[config.mk]
export PLATFORM = sky130hd
export DESIGN_NAME = ps2_ctrl
export DESIGN_NICKNAME = d
export VERILOG_FILES = /design/src/rtl/ps2_ctrl.sv
export SDC_FILE = /design/constraint.sdc
export NUM_CORES = 1
export LEC_CHECK = 0
export ABC_CLOCK_PERIOD_IN_PS = 5200
export CAP_MARGIN = 20
export CELL_PAD_IN_SITES_DETAIL_PLACEMENT = 1
export CELL_PAD_IN_SITES_GLOBAL_PLACEMENT = 1
export CORE_ASPECT_RATIO = 1.25
export CORE_MARGIN = 8
export CORE_UTILIZATION = 40
export DETAILED_ROUTE_END_ITERATION = 16
export PLACE_DENSITY = 0.85
export RECOVER_POWER = 50
export SKIP_CTS_REPAIR_TIMING = 1
export SLEW_MARGIN = 20
export SYNTH_ARGS = -nofsm -noshare
export SYNTH_HDL_FRONTEND = slang
export SYNTH_SLANG_ARGS = --single-unit
[constraint.sdc]
create_clock -name sys_clk -period 5.2 [get_ports sys_clk]
set_input_delay 1.04 -clock sys_clk [delete_from_list [all_inputs] [get_ports sys_clk]]
set_output_delay 1.04 -clock sys_clk [all_outputs]
set_load 0.005 [all_outputs]
[src/rtl/ps2_ctrl.sv]
// PS/2 host sequencing controller: owns bus direction, runs the host-to-device
// request/transmit/ACK handshake and drives the host line overrides.
module ps2_ctrl #(
  parameter int unsigned INHIBIT_CYCLES = 5000,
  parameter int unsigned REQ_CYCLES     = 8,
  parameter int unsigned TIMEOUT_CYCLES = 750000,
  parameter int unsigned CNT_W          = 20
) (
  input  logic       sys_clk,
  input  logic       sys_rst,
  input  logic       we_reg,
  input  logic [4:0] rx_bitcount,
  input  logic       rx_avail,
  input  logic       ps2_clk_2,
  input  logic       ps2_data_in,
  output logic       state_receive,
  output logic       state_transmit,
  output logic       ps2_clk_out,
  output logic       ps2_data_out1,
  output logic       busy,
  output logic       tx_done,
  output logic       tx_err
);

  typedef enum logic [2:0] {
    S_IDLE,
    S_INHIBIT,
    S_REQ,
    S_START,
    S_TRANSMIT,
    S_ACK,
    S_WAIT_IDLE,
    S_ABORT
  } state_e;

  localparam logic [CNT_W-1:0] INHIBIT_LOAD = CNT_W'(INHIBIT_CYCLES - 1);
  localparam logic [CNT_W-1:0] REQ_LOAD     = CNT_W'(REQ_CYCLES - 1);
  localparam logic [CNT_W-1:0] TIMEOUT_LOAD = CNT_W'(TIMEOUT_CYCLES - 1);
  localparam logic [4:0]       LAST_BIT     = 5'd11;

  state_e           state_q, state_d;
  logic [CNT_W-1:0] cnt_q, cnt_d, cnt_dec;
  logic             pending_q, pending_d;
  logic             clk_q;
  logic             cnt_zero, clk_fall, clk_rise;
  logic             tx_done_d, tx_err_d;
  logic             recv_d, trans_d, clk_out_d, data_out_d, busy_d;

  assign cnt_dec  = cnt_q - CNT_W'(1);
  assign cnt_zero = (cnt_q == '0);
  assign clk_fall = clk_q & ~ps2_clk_2;
  assign clk_rise = ~clk_q & ps2_clk_2;

  // Next-state, counter and pending decision.
  always_comb begin
    state_d   = state_q;
    cnt_d     = cnt_q;
    pending_d = pending_q | we_reg;
    tx_done_d = 1'b0;
    tx_err_d  = 1'b0;
    case (state_q)
      S_IDLE: begin
        // Hold off while the datapath is still finishing a received byte.
        if (pending_q && (rx_bitcount == 5'd0) && !rx_avail) begin
          state_d   = S_INHIBIT;
          cnt_d     = INHIBIT_LOAD;
          pending_d = 1'b0;
        end
      end
      S_INHIBIT: begin
        if (cnt_zero) begin
          state_d = S_REQ;
          cnt_d   = REQ_LOAD;
        end else begin
          cnt_d = cnt_dec;
        end
      end
      S_REQ: begin
        if (cnt_zero) begin
          state_d = S_START;
          cnt_d   = TIMEOUT_LOAD;
        end else begin
          cnt_d = cnt_dec;
        end
      end
      S_START, S_TRANSMIT, S_ACK: begin
        cnt_d = cnt_dec;
        if (cnt_zero) begin
          tx_err_d = 1'b1;
          state_d  = S_ABORT;
          cnt_d    = INHIBIT_LOAD;
        end else if (state_q == S_START) begin
          if (clk_fall) state_d = S_TRANSMIT;
        end else if (state_q == S_TRANSMIT) begin
          if (rx_bitcount == LAST_BIT) state_d = S_ACK;
        end else if (!ps2_data_in && !ps2_clk_2) begin
          tx_done_d = 1'b1;
          state_d   = S_WAIT_IDLE;
        end else if (clk_rise && ps2_data_in) begin
          tx_err_d = 1'b1;
          state_d  = S_ABORT;
          cnt_d    = INHIBIT_LOAD;
        end
      end
      S_WAIT_IDLE: begin
        if (ps2_clk_2 && ps2_data_in) state_d = S_IDLE;
      end
      S_ABORT: begin
        if (cnt_zero) state_d = S_IDLE;
        else          cnt_d   = cnt_dec;
      end
      default: state_d = S_IDLE;
    endcase
  end

  // Line and mode outputs decoded from the upcoming state, then registered.
  always_comb begin
    recv_d     = (state_d == S_IDLE);
    trans_d    = (state_d == S_START) || (state_d == S_TRANSMIT);
    clk_out_d  = !((state_d == S_INHIBIT) || (state_d == S_REQ) || (state_d == S_ABORT));
    data_out_d = !((state_d == S_REQ) || (state_d == S_START));
    busy_d     = (state_d != S_IDLE);
  end

  always_ff @(posedge sys_clk) begin
    if (!sys_rst) begin
      state_q        <= S_IDLE;
      cnt_q          <= '0;
      pending_q      <= 1'b0;
      clk_q          <= 1'b1;
      state_receive  <= 1'b1;
      state_transmit <= 1'b0;
      ps2_clk_out    <= 1'b1;
      ps2_data_out1  <= 1'b1;
      busy           <= 1'b0;
      tx_done        <= 1'b0;
      tx_err         <= 1'b0;
    end else begin
      state_q        <= state_d;
      cnt_q          <= cnt_d;
      pending_q      <= pending_d;
      clk_q          <= ps2_clk_2;
      state_receive  <= recv_d;
      state_transmit <= trans_d;
      ps2_clk_out    <= clk_out_d;
      ps2_data_out1  <= data_out_d;
      busy           <= busy_d;
      tx_done        <= tx_done_d;
      tx_err         <= tx_err_d;
    end
  end

endmodule

# Word-level counts from Yosys, hierarchy flattened
# Index checks and enable logic that the tools add are counted.
# totals
ram_bits	0
memories	0
word_cells	89
in_bits	11
romBits	0
out_inout_bits	7
regBits	32
latchBits	0
# classes
bitwise	7
add_sub_neg	1
mul	0
magnitude_cmp	0
shifts	0
muxes	31
n_reduce_logical	24
n_eq_ne	15
n_div	0
# ops
op	n
2-to-1 mux 20 bit	9
case mux 20 bit (5 select lines)	1
2-to-1 mux 3 bit	12
logical NOT 20 bit	1
subtractor 20 x 1 -> 20 bit (second input constant)	1
equality test 3 bit (second input constant)	6
case mux 3 bit (6 select lines)	1
equality test 3 x 2 -> 1 bit (second input constant)	4
2-to-1 mux 1 bit	8
equality test 3 x 1 -> 1 bit (second input constant)	2
logical NOT 3 bit	2
equality test 5 x 4 -> 1 bit (second input constant)	1
logical AND 1 bit	5
logical NOT 1 bit	5
logical NOT 5 bit	1
nonzero test 5 bit	1
OR reduction 5 bit	1
logical OR 1 bit	4
inequality test 2 bit (second input constant)	2
NOT 1 bit	4
AND reduction 3 bit	1
nonzero test 3 bit	1
OR reduction 3 bit	1
AND 1 bit	2
2 further kinds	2

# Logic depth before layout (Yosys ltp)
# depth
ltp_word	13
ltp_mapped	8
depth_no_buf	8

# Worst setup path after synthesis
# Ideal clock, no wire load.
# synth_path
path_type	input port to flip-flop
from	input port rx_bitcount[4]
to	register cnt_q[16]
path_buffers	1
path_stages	7
setup_time_ps	120
setup_slack_ps	2221
required_ps	5080
arrival_time_ps	2859
cell_sequence	or4_1 -> o41ai_2 -> a21oi_1 -> or2_2 -> buf_2 -> and3_1 -> a211o_1
# synth_via
elab_chain_len	5
# synth_lines
element	line	text
start: declaration	12	input logic [4:0] rx_bitcount,
logical NOT 5 bit	64	if (pending_q && (rx_bitcount == 5'd0) && !rx_avail) begin
logical AND 1 bit (2 in a row)	64	
inequality test 2 bit (no source line)	--	
AND reduction 3 bit (no source line)	--	
end signal: assignment	140	cnt_q <= cnt_d;
end: declaration	42	logic [CNT_W-1:0] cnt_q, cnt_d, cnt_dec;
# Every way passes these cells.
# A chain may end at the register's enable or synchronous reset.

# Worst setup path after layout
# layout_path
from	input port ps2_clk_2
to	register ps2_clk_out
# layout_via
elab_chain_len	12
elab_cells_between_ends	21
cone_classes	eq/ne (3); mux (8); bitwise (3); reduce/logical (7)
# layout_lines
element	line	text
start: declaration	14	input logic ps2_clk_2,
AND 1 bit	52	assign clk_rise = ~clk_q & ps2_clk_2;
logical AND 1 bit	99	end else if (clk_rise && ps2_data_in) begin
2-to-1 mux 3 bit	99	
2-to-1 mux 3 bit	96	end else if (!ps2_data_in && !ps2_clk_2) begin
2-to-1 mux 3 bit	94	end else if (state_q == S_TRANSMIT) begin
2-to-1 mux 3 bit	92	end else if (state_q == S_START) begin
2-to-1 mux 3 bit	88	if (cnt_zero) begin
case mux 3 bit (6 select lines) (*)	61	case (state_q)
equality test 3 x 1 -> 1 bit / equality test 3 x 2 -> 1 bit (equally long branches)	120	clk_out_d = !((state_d == S_INHIBIT) || (state_d == S_REQ) || (state_d == S_ABORT));
logical OR 1 bit	120	
logical OR 1 bit (*)	120	
logical NOT 1 bit (*)	120	
end signal: assignment	145	ps2_clk_out <= clk_out_d;
end: declaration	18	output logic ps2_clk_out,
# Every way passes the cells marked *; elsewhere a longest branch is shown, timed or not.

==> flow_metrics.env <==
export IMPL_fin_nets=273
export IMPL_hp_class="reg -> reg"
export IMPL_cts_root_buf="clkbuf_8"
export IMPL_p_clk_frac=0.186
export IMPL_r2r_end="ps2_clk_out"
export IMPL_synth_net_count=260
export IMPL_crit_end="ps2_clk_out"
export IMPL_power_leakage_nw=0.857
export IMPL_antenna_cells=0
export IMPL_cp_arrival_ns=3.91
export IMPL_ys_seq_area_frac=0.324
export IMPL_violations="max-capacitance violations, max-slew violations"
export IMPL_p_total_mw=1.02
export IMPL_synth_flop_cell="dfxtp_1"
export IMPL_drive_gt1_frac=0.115
export IMPL_p_seq_frac=0.295
export IMPL_status="finished, violations left"
export IMPL_clk_path_buf_depth=2
export IMPL_clk_latency_ns=0.29
export IMPL_fmaxAchievable_mhz=270
export IMPL_crit_type="in -> reg"
export IMPL_gp_congestion=0.857
export IMPL_rsz0062_at_grt="no"
export IMPL_layout_min_cycle_time_ns=3.70
export IMPL_fp_row_count=28
export IMPL_grt_pass1_vias=2035
export IMPL_numCtsBuffers=5
export IMPL_wl_per_cell_um=18.1
export IMPL_cts_sinks=32
export IMPL_cts_tree="built"
export IMPL_clock_skew_final_ns=0.00450
export IMPL_p_sw_frac=0.441
export IMPL_p_int_uw=569
export IMPL_period_share=0.712
export IMPL_synth_area_um2=1980
export IMPL_reg2reg_setup_slack_ns=2.05
export IMPL_die_x_um=78.9
export IMPL_dr_total_vias=1930
export IMPL_critPathLaunch="ps2_clk_2"
export IMPL_drt_pass1_iterations=4
export IMPL_syn_instance_count=247
export IMPL_crit_fanout=7
export IMPL_ant_nets=0
export IMPL_grt_ovfl_total=0
export IMPL_h_tree_depth=2
export IMPL_p_sw_uw=449
export IMPL_grt_max_degree=22
export IMPL_drt_iter0_drc=81
export IMPL_antenna_found_initial=0
export IMPL_viasPerCell=6.01
export IMPL_numPortBuffers=17
export IMPL_vdd_drop_max_uv=149
export IMPL_hold_slack_ns=0.529
export IMPL_ios=18
export IMPL_synthArstFlopShare=0
export IMPL_r2r_cells=6
export IMPL_worstSetupEndpointType="flip-flop"
export IMPL_clk_pin_slew_worst_paths_ns=0.07
export IMPL_final_setup_viol_count=0
export IMPL_drv_cap=1
export IMPL_power_density_nw_per_um2=452
export IMPL_dieHeight_um=94.6
export IMPL_relSlewSlack=-0.0261
export IMPL_fp_dieArea_um2=7470
export IMPL_r2r_start="cnt_q[14]"
export IMPL_ys_warn_count=0
export IMPL_grt_pass1_wl_um=9850
export IMPL_comb_power_share=0.519
export IMPL_start_kind="primary input"
export IMPL_drc=0
export IMPL_ys_types=61
export IMPL_finalSetupTns_ns=0
export IMPL_drt_wl_total_um=5820
export IMPL_synth_edf_count=0
export IMPL_gr_usage_all_layers=0.164
export IMPL_coreArea_um2=4760
export IMPL_hold_violations=0
export IMPL_area_growth_pct=13.8
export IMPL_synth_avg_cell_area_um2=8.01
export IMPL_drv_slew=7
export IMPL_dp_hpwl_um=4450
export IMPL_tightest_slew_ns=1.50
export IMPL_initial_core_util=0.415
export IMPL_cp_data_required_time_ns=5.41
export IMPL_yosys_register_bits=32
[per-layer routing]
| layer | up-vias | routed length, um | track usage |
|---|---|---|---|
| li1 | 945 | - | - |
| met1 | 928 | 2330 | 0.171 |
| met2 | 44 | 3090 | 0.305 |
| met3 | 13 | 238 | 0.0390 |
| met4 | 0 | 161 | 0.0712 |
| met5 | - | 0 | 0 |
[state kept, by name, indices dropped and copies added, names as in the netlist]
register        cells
state_receive       1
ps2_data_out1       1
pending_q           1
tx_err              1
tx_done             1
state_q             3
busy                1
clk_q               1
cnt_q              20
state_transmit      1
ps2_clk_out         1
[through the flow]
stage	cell area (um2)	utilization	instances	setup slack, ns
global route	2250	0.472	321	1.45
detailed placement	2180	0.457	313	1.58
global placement	2180	0.457	313	1.65
finish	2250	0.472	321	1.50
floorplan	1980	-	247	2.22
CTS	2260	0.475	321	1.87
[synthesized netlist by cell type, types with 2 or more instances]
master,number,share of area
dfxtp_1,32,0.32
nor2_1,27,0.051
a21oi_1,21,0.053
nand2_1,17,0.032
nor3_1,17,0.043
clkbuf_1,10,0.019
o21ai_0,10,0.025
xnor2_1,9,0.040
inv_1,7,0.013
nor4_1,7,0.022
or2_2,7,0.022
nand3_1,6,0.015
or3_1,5,0.016
a221oi_1,4,0.018
nand2b_1,4,0.013
a21o_1,3,0.011
nor2b_1,3,0.0095
o211ai_1,3,0.011
o31ai_1,3,0.011
or4_1,3,0.011
a221o_1,2,0.010
a31o_2,2,0.0089
and3_1,2,0.0063
ha_1,2,0.013
nand3b_1,2,0.0076
nand4b_1,2,0.0089
nor4_4,2,0.022
nor4b_1,2,0.0089
[power groups by stage]
stage               Sequential (mW)  Clock [mW]  Combinational, mW
global route                  0.304       0.205              0.583
global placement              0.305           0              0.516
finish                        0.301       0.189              0.528
detailed placement            0.306           0              0.530
CTS                           0.301       0.194              0.533
floorplan                     0.295           0              0.434
[cells in the final DEF (no fill, tap or decap), types with 9 or more instances in the layout]
| cell | synthesis | layout |
|---|---|---|
| a21oi_1 | 21 | 21 |
| dfxtp_1 | 32 | 32 |
| dlygate4sd3_1 | 0 | 10 |
| nand2_1 | 17 | 17 |
| nor2_1 | 27 | 27 |
| nor3_1 | 17 | 17 |
| o21ai_0 | 10 | 10 |
| xnor2_1 | 9 | 9 |
[layout make-up]
class | instances | area, um2
clock buffer | 5 | 68.8
fill | 605 | 2510
clock inverter | 3 | 18.8
timing repair buffer | 18 | 178
inverter | 7 | 26.3
multi-input combinational | 196 | 1240
tap | 60 | 75.1
sequential | 32 | 641
[kinds of logic after synthesis]
kind of cell | synth area share
XOR/XNOR | 0.0399
adder cells (fa/ha/maj) | 0.0126
AO/OA/AOI/OAI | 0.227
flip-flops | 0.324
AND/OR/NAND/NOR | 0.350
buffers and inverters | 0.0405
multiplexers | 0.00569
[how the worst min path moves through the flow]
stage                     to  cells past startpoint  slack (ns)      from
floorplan           cnt_q[3]                      2        0.47  cnt_q[3]
global placement    cnt_q[3]                      2        0.51  cnt_q[3]
detailed placement  cnt_q[3]                      2        0.51  cnt_q[3]
CTS                 cnt_q[3]                      2        0.53  cnt_q[3]
global route        cnt_q[3]                      2        0.57  cnt_q[3]
finish              cnt_q[3]                      2        0.53  cnt_q[3]
[critical path: stages]
cell and delay, ns:
dlygate4sd3_1 0.65, and3b_1 0.27, or3_1 0.13, a21oi_1 0.07
a2111oi_0 1.30, o21ai_0 0.27, o211ai_1 0.18
Note: power is estimated with default switching activity, not from simulation.
